`config.mk`:
```
export PLATFORM = sky130hd
export DESIGN_NAME = program_slot_controller
export DESIGN_NICKNAME = d
export VERILOG_FILES = /design/src/rtl/program_slot_controller.sv
export SDC_FILE = /design/constraint.sdc
export NUM_CORES = 1
export LEC_CHECK = 0
export BUFFER_PORTS_ARGS = -buffer_cell sky130_fd_sc_hd__buf_2
export CAP_MARGIN = 15
export CORE_MARGIN = 4
export CORE_UTILIZATION = 55
export CTS_BUF_LIST = sky130_fd_sc_hd__clkbuf_4 sky130_fd_sc_hd__clkbuf_8
export CTS_CLUSTER_DIAMETER = 40
export DETAILED_ROUTE_END_ITERATION = 6
export HOLD_SLACK_MARGIN = 0.08
export MAX_ROUTING_LAYER = met4
export PLACE_DENSITY_LB_ADDON = 0.12
export REMOVE_ABC_BUFFERS = 1
export SLEW_MARGIN = 25
export SYNTH_ARGS = -nofsm -noshare
export SYNTH_HDL_FRONTEND = slang
export SYNTH_SLANG_ARGS = --single-unit
```
`constraint.sdc`:
```
create_clock -name clock -period 1.91 [get_ports clock]
set_input_delay 0.2865 -clock clock [delete_from_list [all_inputs] [get_ports clock]]
set_output_delay 0.2865 -clock clock [all_outputs]
set_load 0.02 [all_outputs]
```
`src/rtl/program_slot_controller.sv`:
```
// Schedules one of four resident programs: debounced slot select, halt/save/load/release
// context switch, active-slot 7-segment digit and a sticky PC region fault.
// Defining PROGRAM_SLOT_TIMESLICE_EN adds round-robin switching every QUANTUM RUN cycles.
module program_slot_controller #(
  parameter int ADDR_WIDTH      = 32,
  parameter int SLOT_WORDS      = 512,
  parameter int NUM_SLOTS       = 4,
  parameter int DEBOUNCE_CYCLES = 16,
  parameter int QUANTUM         = 1000000
) (
  input  logic                  clock,
  input  logic                  reset,
  input  logic [1:0]            select_in,
  input  logic                  select_go,
  input  logic [ADDR_WIDTH-1:0] cpu_pc,
  input  logic                  cpu_halted,
  output logic                  halt_req,
  output logic                  pc_load,
  output logic [ADDR_WIDTH-1:0] pc_load_value,
  output logic [1:0]            active_slot,
  output logic                  busy,
  output logic                  fault,
  output logic                  a,
  output logic                  b,
  output logic                  c,
  output logic                  d,
  output logic                  e,
  output logic                  f,
  output logic                  g
);

  localparam int                    DB_W      = $clog2(DEBOUNCE_CYCLES) + 1;
  localparam logic [ADDR_WIDTH-1:0] SLOT_SIZE = ADDR_WIDTH'(SLOT_WORDS);
  localparam logic [1:0]            LAST_SLOT = 2'(NUM_SLOTS - 1);

  if (NUM_SLOTS != 4 || SLOT_WORDS < 1 || (SLOT_WORDS & (SLOT_WORDS - 1)) != 0 ||
      DEBOUNCE_CYCLES < 1 || QUANTUM < 2) begin : g_bad_config
    $error("program_slot_controller: unsupported parameter set");
  end

  typedef enum logic [2:0] {RUN, HALT_WAIT, SAVE, LOAD, RELEASE} state_t;

  state_t                state_reg;
  logic [1:0]            target_reg;
  logic [6:0]            seg_reg;
  logic [ADDR_WIDTH-1:0] saved_pc_reg [NUM_SLOTS];

  logic                  sync1_reg, sync2_reg, level_reg, go_reg;
  logic [DB_W-1:0]       db_cnt_reg;

  logic                  switch_req;
  logic [1:0]            switch_target;
  logic [ADDR_WIDTH-1:0] region_lo, region_hi;
  logic                  pc_out;

  function automatic logic [6:0] seg_decode(input logic [1:0] s);
    case (s)
      2'd0:    return 7'b0000001;
      2'd1:    return 7'b1001111;
      2'd2:    return 7'b0010010;
      default: return 7'b0000110;
    endcase
  endfunction

  // Level filter: the synchronized button must disagree with the filtered level for
  // DEBOUNCE_CYCLES samples in a row before the level follows; rising updates emit go.
  always_ff @(posedge clock or negedge reset) begin
    if (!reset) begin
      sync1_reg  <= 1'b0;
      sync2_reg  <= 1'b0;
      level_reg  <= 1'b0;
      go_reg     <= 1'b0;
      db_cnt_reg <= '0;
    end else begin
      sync1_reg <= select_go;
      sync2_reg <= sync1_reg;
      go_reg    <= 1'b0;
      if (sync2_reg == level_reg) begin
        db_cnt_reg <= '0;
      end else if (db_cnt_reg == DB_W'(DEBOUNCE_CYCLES - 1)) begin
        level_reg  <= sync2_reg;
        db_cnt_reg <= '0;
        go_reg     <= sync2_reg;
      end else begin
        db_cnt_reg <= db_cnt_reg + DB_W'(1);
      end
    end
  end

`ifdef PROGRAM_SLOT_TIMESLICE_EN
  localparam int QW = $clog2(QUANTUM);
  logic [QW-1:0] quantum_reg;
  logic          expire;

  assign expire = (state_reg == RUN) && (quantum_reg == QW'(QUANTUM - 1));

  always_ff @(posedge clock or negedge reset) begin
    if (!reset) begin
      quantum_reg <= '0;
    end else if (state_reg == LOAD || expire) begin
      quantum_reg <= '0;
    end else if (state_reg == RUN) begin
      quantum_reg <= quantum_reg + QW'(1);
    end
  end
`endif

  // A manual press always takes priority; a same-slot press swallows a coincident expiry.
  always_comb begin
    switch_req    = 1'b0;
    switch_target = select_in;
    if (go_reg) begin
      switch_req = (select_in != active_slot);
    end
`ifdef PROGRAM_SLOT_TIMESLICE_EN
    else if (expire) begin
      switch_req    = 1'b1;
      switch_target = active_slot + 2'd1;
    end
`endif
  end

  always_comb begin
    region_lo = ADDR_WIDTH'(active_slot) * SLOT_SIZE;
    region_hi = region_lo + SLOT_SIZE;
    pc_out    = (cpu_pc < region_lo) || ((active_slot != LAST_SLOT) && (cpu_pc >= region_hi));
  end

  always_ff @(posedge clock or negedge reset) begin
    if (!reset) begin
      state_reg     <= RUN;
      target_reg    <= 2'd0;
      active_slot   <= 2'd0;
      halt_req      <= 1'b0;
      pc_load       <= 1'b0;
      pc_load_value <= '0;
      busy          <= 1'b0;
      fault         <= 1'b0;
      seg_reg       <= seg_decode(2'd0);
      for (int k = 0; k < NUM_SLOTS; k++) begin
        saved_pc_reg[k] <= ADDR_WIDTH'(k) * SLOT_SIZE;
      end
    end else begin
      pc_load <= 1'b0;
      case (state_reg)
        RUN: begin
          if (pc_out) begin
            fault <= 1'b1;
          end
          if (switch_req) begin
            target_reg <= switch_target;
            halt_req   <= 1'b1;
            busy       <= 1'b1;
            state_reg  <= HALT_WAIT;
          end
        end
        HALT_WAIT: begin
          if (cpu_halted) begin
            state_reg <= SAVE;
          end
        end
        SAVE: begin
          // target never equals active_slot, so this read cannot see the write below
          saved_pc_reg[active_slot] <= cpu_pc;
          pc_load_value             <= saved_pc_reg[target_reg];
          pc_load                   <= 1'b1;
          state_reg                 <= LOAD;
        end
        LOAD: begin
          active_slot <= target_reg;
          seg_reg     <= seg_decode(target_reg);
          fault       <= 1'b0;
          halt_req    <= 1'b0;
          state_reg   <= RELEASE;
        end
        RELEASE: begin
          if (!cpu_halted) begin
            busy      <= 1'b0;
            state_reg <= RUN;
          end
        end
        default: begin
          state_reg <= RUN;
        end
      endcase
    end
  end

  assign {a, b, c, d, e, f, g} = seg_reg;

endmodule
```
# [After elaboration in Yosys (flattened, before gate mapping)]
# Index checks and enable logic that the tools add are counted.
# W data, S select, Z words.
[totals] regBits=187 latchBits=0 ram_bits=0 rom_bits=0 in_bits=38 output_inout_bits=45 n_memories=0
[op_classes] addsub=2 mul=0 div=0 order_cmp=5 n_eq_ne=14 shifts=0 n_mux=23 bitwise_logic=3 n_reduce_logical=13
[ops] op="$bwmux W128" count=1
[ops] op="$mux W32" count=3
[ops] op="$bmux W32 S2" count=1
[ops] op="$demux W32 S2" count=1
[ops] op="$ge A32 B12 Y1" count=1
[ops] op="$lt A32 B11 Y1" count=1
[ops] op="$pmux W7 S3" count=1
[ops] op="$pmux W3 S5" count=1
[ops] op="$add A11 B10 Y12 const B" count=1
[ops] op="$mux W5" count=2
[ops] op="$ne A2 B2 Y1 const B" count=5
[ops] op="$mux W3" count=3
[ops] op="$reduce_and A2 Y1" count=4
[ops] op="$mux W1" count=7
[ops] op="$eq A3 B2 Y1 const B" count=2
[ops] op="$ge A3 B3 Y1 const B" count=2
[ops] op="$not A2 Y3" count=2
[ops] op="$pmux W1 S2" count=3
[ops] op="$reduce_and A3 Y1" count=2
[ops] op="$add A5 B1 Y5 const B" count=1
[ops] op="$eq A5 B4 Y1 const B" count=1
[ops] op="$reduce_bool A2 Y1" count=2
[ops] op="$eq A3 B1 Y1 const B" count=1
[ops] op="$eq A3 B3 Y1 const B" count=1
[ops] op="10 further kinds" count=11

# [Longest topological paths before layout]
# Gate-level depths: netlist (run 1).
[depth] depth_word=6 mapped_depth=9 ltp_nobuf=9

# [Least setup slack after synthesis (run 1)]
# Ideal clock, no wire load.
[synth_timing] path_kind="reg-to-reg" from="register active_slot[0]" to="register fault" setup_ns=0.124 arrival_time_ns=2.014 required_time_ns=1.786 path_slack_ns=-0.228 stages_incl_launch_ff=10 synth_period_minus_slack_ns=2.138 path_cell_list="dfrtp_1 inv_1 ha_1 inv_1 ha_1 nor2b_1 o21a_1 a311o_1 o211ai_1 nand2_1"
[synth_between] elab_chain_len=6
[synth_lines] element="start: declaration" line_no="20" rtl="output logic [1:0] active_slot,"
[synth_lines] element="start signal: assignment" line_no="170" rtl="active_slot <= target_reg;"
[synth_lines] element="$add A11 B10 Y12" line_no="125" rtl="region_hi = region_lo + SLOT_SIZE;"
[synth_lines] element="$ge A32 B12 Y1" line_no="126" rtl="pc_out = (cpu_pc < region_lo) || ((active_slot != LAST_SLOT) && (cpu_pc >= region_hi));"
[synth_lines] element="$logic_and A1 B1 Y1" line_no="126"
[synth_lines] element="$logic_or A1 B1 Y1 (*)" line_no="126"
[synth_lines] element="$ne A2 B2 Y1 (no source line) (*)"
[synth_lines] element="$reduce_and A2 Y1 (no source line) (*)"
[synth_lines] element="end signal: assignment" line_no="138" rtl="fault <= 1'b0;"
[synth_lines] element="end signal: assignment" line_no="148" rtl="fault <= 1'b1;"
[synth_lines] element="end signal: assignment" line_no="172" rtl="fault <= 1'b0;"
[synth_lines] element="end: declaration" line_no="22" rtl="output logic fault,"
# Mark *: on every way between the ends. The rest lies on a longest branch, timed or not.
# A chain may end at the register's enable or synchronous reset.

# [Worst setup path after layout (run 1)]
# Same ends and word-level chain as after synthesis.

==> results of run 1 <==
cell type report:
type                            instances  area, um2
Sequential cell                       185       4640
Inverter                                7       26.3
Tap cell                              180        225
Fill cell                            1005       4570
Clock inverter                          6        111
Multi-Input combinational cell        279       3150
Antenna cell                            1       2.50
Clock buffer                           25        325
Timing Repair Buffer                  145       1040
power by group:
part / switching (W) / total [W] / internal, W
clock: 0.00130 / 0.00281 / 0.00151
sequential: 0.000383 / 0.00508 / 0.00469
combinational: 0.00147 / 0.00303 / 0.00155
total: 0.00316 / 0.0109 / 0.00775
through the flow:
| stage | total power (W) | setup slack, ps | area, um2 | TNS (ps) |
|---|---|---|---|---|
| floorplan | 0.00706 | -1020 | 7800 | -144540 |
| global placement | 0.00803 | -60.5 | 8760 | -60.5 |
| detailed placement | 0.00817 | -90.6 | 8760 | -90.6 |
| CTS | 0.0110 | -90.2 | 9460 | -95.8 |
| global route | 0.0115 | -196 | 9520 | -1210 |
| finish | 0.0109 | -87.3 | 9520 | -87.3 |
worst paths after layout:
| path | start | end | slack, ps |
|---|---|---|---|
| max | active_slot[0] | fault | -90 |
| min | cpu_pc[29] | saved_pc_reg[125] | 120 |
| max reg2reg | active_slot[0] | fault | -90 |
| min reg2reg | sync1_reg | sync2_reg | 360 |
| max in group asynchronous | reset | seg_reg[0] | 890 |
| min in group asynchronous | reset | saved_pc_reg[62] | 300 |
metal layers:
layer / GRT usage / vias up / wire (um)
met5: - / - / 0
met4: 0.0611 / 0 / 183
met3: 0.0585 / 17 / 596
met2: 0.337 / 72 / 7890
met1: 0.281 / 2395 / 7150
li1: - / 2093 / -
cells in the final DEF (no fill, tap or decap), types with 4 or more instances in the layout:
cell type,instances
dfstp_2,5
nand2b_1,4
ha_1,10
nand3_1,4
clkbuf_8,22
dlygate4sd3_1,23
buf_2,80
buf_12,7
nor4_1,6
nor2b_1,4
mux2_2,46
mux2_1,120
mux4_2,32
buf_4,33
dfrtp_1,179
nor2_1,4
inv_1,6
o21ai_0,7
nand2_1,13
cells by family (layout without fill, tap and decap cells):
kind of cell,Yosys count,after routing,share of synthesized area
adder cells (fa/ha/maj),10,10,0.0155
AO/OA/AOI/OAI,17,17,0.0134
other,1,2,0.000465
AND/OR/NAND/NOR,49,49,0.0349
buffers and inverters,39,183,0.0345
multiplexers,198,198,0.321
XOR/XNOR,4,4,0.00435
flip-flops,185,185,0.575
what timing repair did:
| item | CTS | global route |
|---|---|---|
| endpoints found under the hold margin | 135 | 1 |
| hold buffers | 22 | 1 |
| endpoints found under the setup margin | 1 | 34 |
| pin swaps | 4 | 1 |
| buffers inserted | 5 | 4 |
| gates resized for setup | 3 | 6 |
==> results.yml, run 1 <==
clock_network:
  htreeDepth: 4
  cts_root_buf: "clkbuf_8"
  cts_buffers: 17
  clk_pin_slew_ps: 80
  cts_max_path_buffers: 2
  cts_tree: "done"
  clock_latency_ps: 460
  cts_sinks: 185
setup_path:
  endpoint_kind: "flip-flop"
  required_ps: 2250
  critical_path_class: "flip-flop to flip-flop"
  cp_common_cell: "ha_1"
  crit_arrival_ps: 2340
  cp_num_buf_inv: 2
  critPathMaxFanout: 4
  worstRegToRegCells: 9
  cp_slowest_stage_delay_ps: 420
  path_delay_family: "compound AO/OA/AOI/OAI gates"
  critPathLaunchType: "flip-flop"
  crit_slowest_cell: "dfrtp_1"
  cp_num_cells: 9
  path_cells: "inv_2 > ha_1 > inv_1 > ha_1 > nor2b_1 > o21a_1 > a311o_1 > o211ai_1 > nand2_1"
global_route:
  grt_overflow: 0
  grt_pass1_wl_um: 26500
  antenna_found_initial: 1
  grt_pass1_vias: 5035
  grt_max_degree: 46
  grt_usage: 0.215
place:
  io_buffers: 81
  dp.cells: 764
  routabilityCongestion: 0.764
  hpwlAfterDp_um: 10600
synthesis:
  synth_top_cell_by_area: "dfrtp_1"
  synthesis.area_um2: 8060
  avgSynthCellArea_um2: 16.0
  yosysTopAreaCellShare: 0.559
  async_reset_ff_frac: 1.00
  synth-edff-count: 0
  synth.distinct_cells: 36
  syn_inst: 503
  yosysWarnings: 0
  synth.most_common_cell: "dfrtp_1"
  synth_common_cells: "180 x dfrtp_1, 120 x mux2_1, 46 x mux2_2"
  synth_area_leaders: "dfrtp_1 56%, mux2_1 17%, mux4_2 8.9%"
  synth_flop_cell: "dfrtp_1"
  synth-seq-cells: 185
  yosysSeqAreaShare: 0.575
run_status:
  violations: "setup timing"
  status: "finished with violations"
detailed_routing:
  wl_per_cell_um: 19.1
  ant_nets: 0
  vias_per_cell: 5.53
  num_vias: 4577
  totalWireLength_um: 15800
  dr.pass1.iters: 4
  drt_iter0_markers: 180
  drc: 0
timing:
  min_period_ps: 2000
  min_period_over_period: 1.05
  rsz0062_at_grt: "true"
  worst_pin_slew_ps: 581
  max-slew-margin-rel: 0.611
  drv_slew: 0
  clock_skew_ps: 11.4
  hold_ws_ps: 115
  timing.fmax_mhz: 501
  worst_slack_ps: -87.3
  hold_viol_final: 0
  setup_violations: 1
finish:
  stdcell_count: 828
  area_growth_pct: 18.2
  postLayoutCoreUtil: 0.676
  layout-drive-gt1-share: 0.372
  largest_register_ffs: 128
  final_nets: 683
worst_hold_path:
  hold_path_class: "primary input to flip-flop"
  hold_depth: 2
floorplan:
  initial_utilization: 0.572
  core_area_um2: 14100
  fp-row-count: 43
  io-pin-count: 83
  die_h_um: 129
  dieArea_um2: 16600
  die_w_um: 129
power:
  vdd_drop_max_v: 0.000850
  p_leak_nw: 4.61
  power-per-cell-area_nw_per_um2: 1150
flow_run:
  drv_cap: 0
No activity file was read; power rests on OpenSTA's default activity.
==> run 2, diff against run 1 <==
- SKIP_CTS_REPAIR_TIMING: unset -> 1
- SLEW_MARGIN: 25 -> 40
- TNS_END_PERCENT: unset -> 10
==> results.yml, run 2 (synthesis gave the netlist of run 1 again) <==
run_status:
  status: "finished with violations"
  violations: "setup timing"
timing:
  clock_skew_ps: 8.40
  timing.fmax_mhz: 495
  tns_ps: -108
  worst_pin_slew_ps: 567
  rsz0062_at_grt: "true"
  hold_viol_final: 0
  drv_slew: 0
  min_period_over_period: 1.06
  setup_violations: 1
  max-slew-margin-rel: 0.621
  worst_slack_ps: -108
  min_period_ps: 2020
power:
  power-per-cell-area_nw_per_um2: 1160
  p_leak_nw: 4.54
  vdd_drop_max_v: 0.000849
finish:
  largest_register_ffs: 128
  final_cell_mix: "179 x dfrtp_1, 120 x mux2_1, 80 x buf_2"
  final_common_cell: "dfrtp_1"
  final_nets: 667
  stdcell_count: 812
  area_growth_pct: 16.6
  layout-drive-gt1-share: 0.377
  postLayoutCoreUtil: 0.667
  multiInputGateArea_um2: 3190
  n_fill_cell: 1020
  seqCellArea_um2: 4640
setup_path:
  crit_slowest_cell: "or4b_4"
  critical_path_class: "flip-flop to flip-flop"
  endpoint_kind: "flip-flop"
  worstRegToRegCells: 8
  crit_arrival_ps: 2420
  critPathMaxFanout: 4
  path_cells: "ha_1 > inv_1 > ha_1 > or4b_4 > nor4_4 > a311o_1 > o211ai_1 > nand2_1"
  critPathLaunchType: "flip-flop"
  cp_slowest_stage_delay_ps: 470
  cp_common_cell: "ha_1"
  required_ps: 2310
worst_hold_path:
  hold_path_class: "primary input to flip-flop"
  hold_depth: 2
global_route:
  grt_pass1_vias: 4901
  grt_usage: 0.211
  grt_max_degree: 46
  grt_overflow: 0
  antenna_found_initial: 1
  grt_pass1_wl_um: 25900
clock_network:
  clk_pin_slew_ps: 90
  cts_tree: "done"
  cts_sinks: 185
  clock_latency_ps: 470
  htreeDepth: 4
  cts_root_buf: "clkbuf_8"
  cts_max_path_buffers: 2
  cts_buffers: 17
place:
  dp.cells: 764
  io_buffers: 81
  routabilityCongestion: 0.764
  hpwlAfterDp_um: 10600
  pre_cts_ws_ps: -90.6
detailed_routing:
  totalWireLength_um: 15700
  drc: 0
  drt_iter0_markers: 170
  ant_nets: 0
  num_vias: 4517
  dr.pass1.iters: 5
  wl_per_cell_um: 19.4
  vias_per_cell: 5.56
floorplan:
  die_h_um: 129
  initial_utilization: 0.572
  fp-row-count: 43
  dieArea_um2: 16600
  io-pin-count: 83
  die_w_um: 129
  core_area_um2: 14100
flow_run:
  drv_cap: 0
run 2: routing by layer:
layer	GRT usage	vias up	share of wire	routed length [um]
li1	-	2062	-	-
met1	0.277	2360	0.45	7110
met2	0.328	77	0.49	7730
met3	0.0594	18	0.042	662
met4	0.0611	0	0.013	210
met5	-	-	0	0
run 2: final cells by class:
cell class	count	share of cell area
Sequential cell	185	0.493
Multi-Input combinational cell	279	0.339
Timing Repair Buffer	129	0.0939
Clock buffer	25	0.0346
Tap cell	180	0.0240
Clock inverter	6	0.0118
Inverter	7	0.00280
Antenna cell	1	0.000266
run 2: metrics by stage:
| stage | hold slack (ps) | total power, W | cell area [um2] |
|---|---|---|---|
| finish | 97.5 | 0.0109 | 9400 |
| global route | 80.5 | 0.0115 | 9400 |
| floorplan | -9.09 | 0.00706 | 7800 |
| CTS | -293 | 0.0110 | 9200 |
| global placement | 222 | 0.00803 | 8760 |
| detailed placement | 228 | 0.00817 | 8760 |
run 2: path summary, 6_finish.rpt:
kind	from	slack, ps	to
setup reg to reg	active_slot[1]	-110	fault
setup / recovery	active_slot[1]	-110	fault
hold / removal	cpu_pc[30]	100	saved_pc_reg[62]
min in group asynchronous	reset	290	saved_pc_reg[62]
max in group asynchronous	reset	900	seg_reg[0]
hold reg to reg	sync1_reg	360	sync2_reg
run 2: worst max-delay path, delay by kind of cell, from the launching register on:
kind / cells / cell delay [ps]
AND/OR/NAND/NOR: 3 / 680
flip-flops: 1 / 410
adder cells (fa/ha/maj): 2 / 480
AO/OA/AOI/OAI: 2 / 300
buffers and inverters: 1 / 70
run 2: power by group:
part | internal, W | leakage (nW) | switching, W
clock network | 0.00151 | 0.223 | 0.00130
registers | 0.00469 | 2.42 | 0.000385
logic | 0.00152 | 1.90 | 0.00147
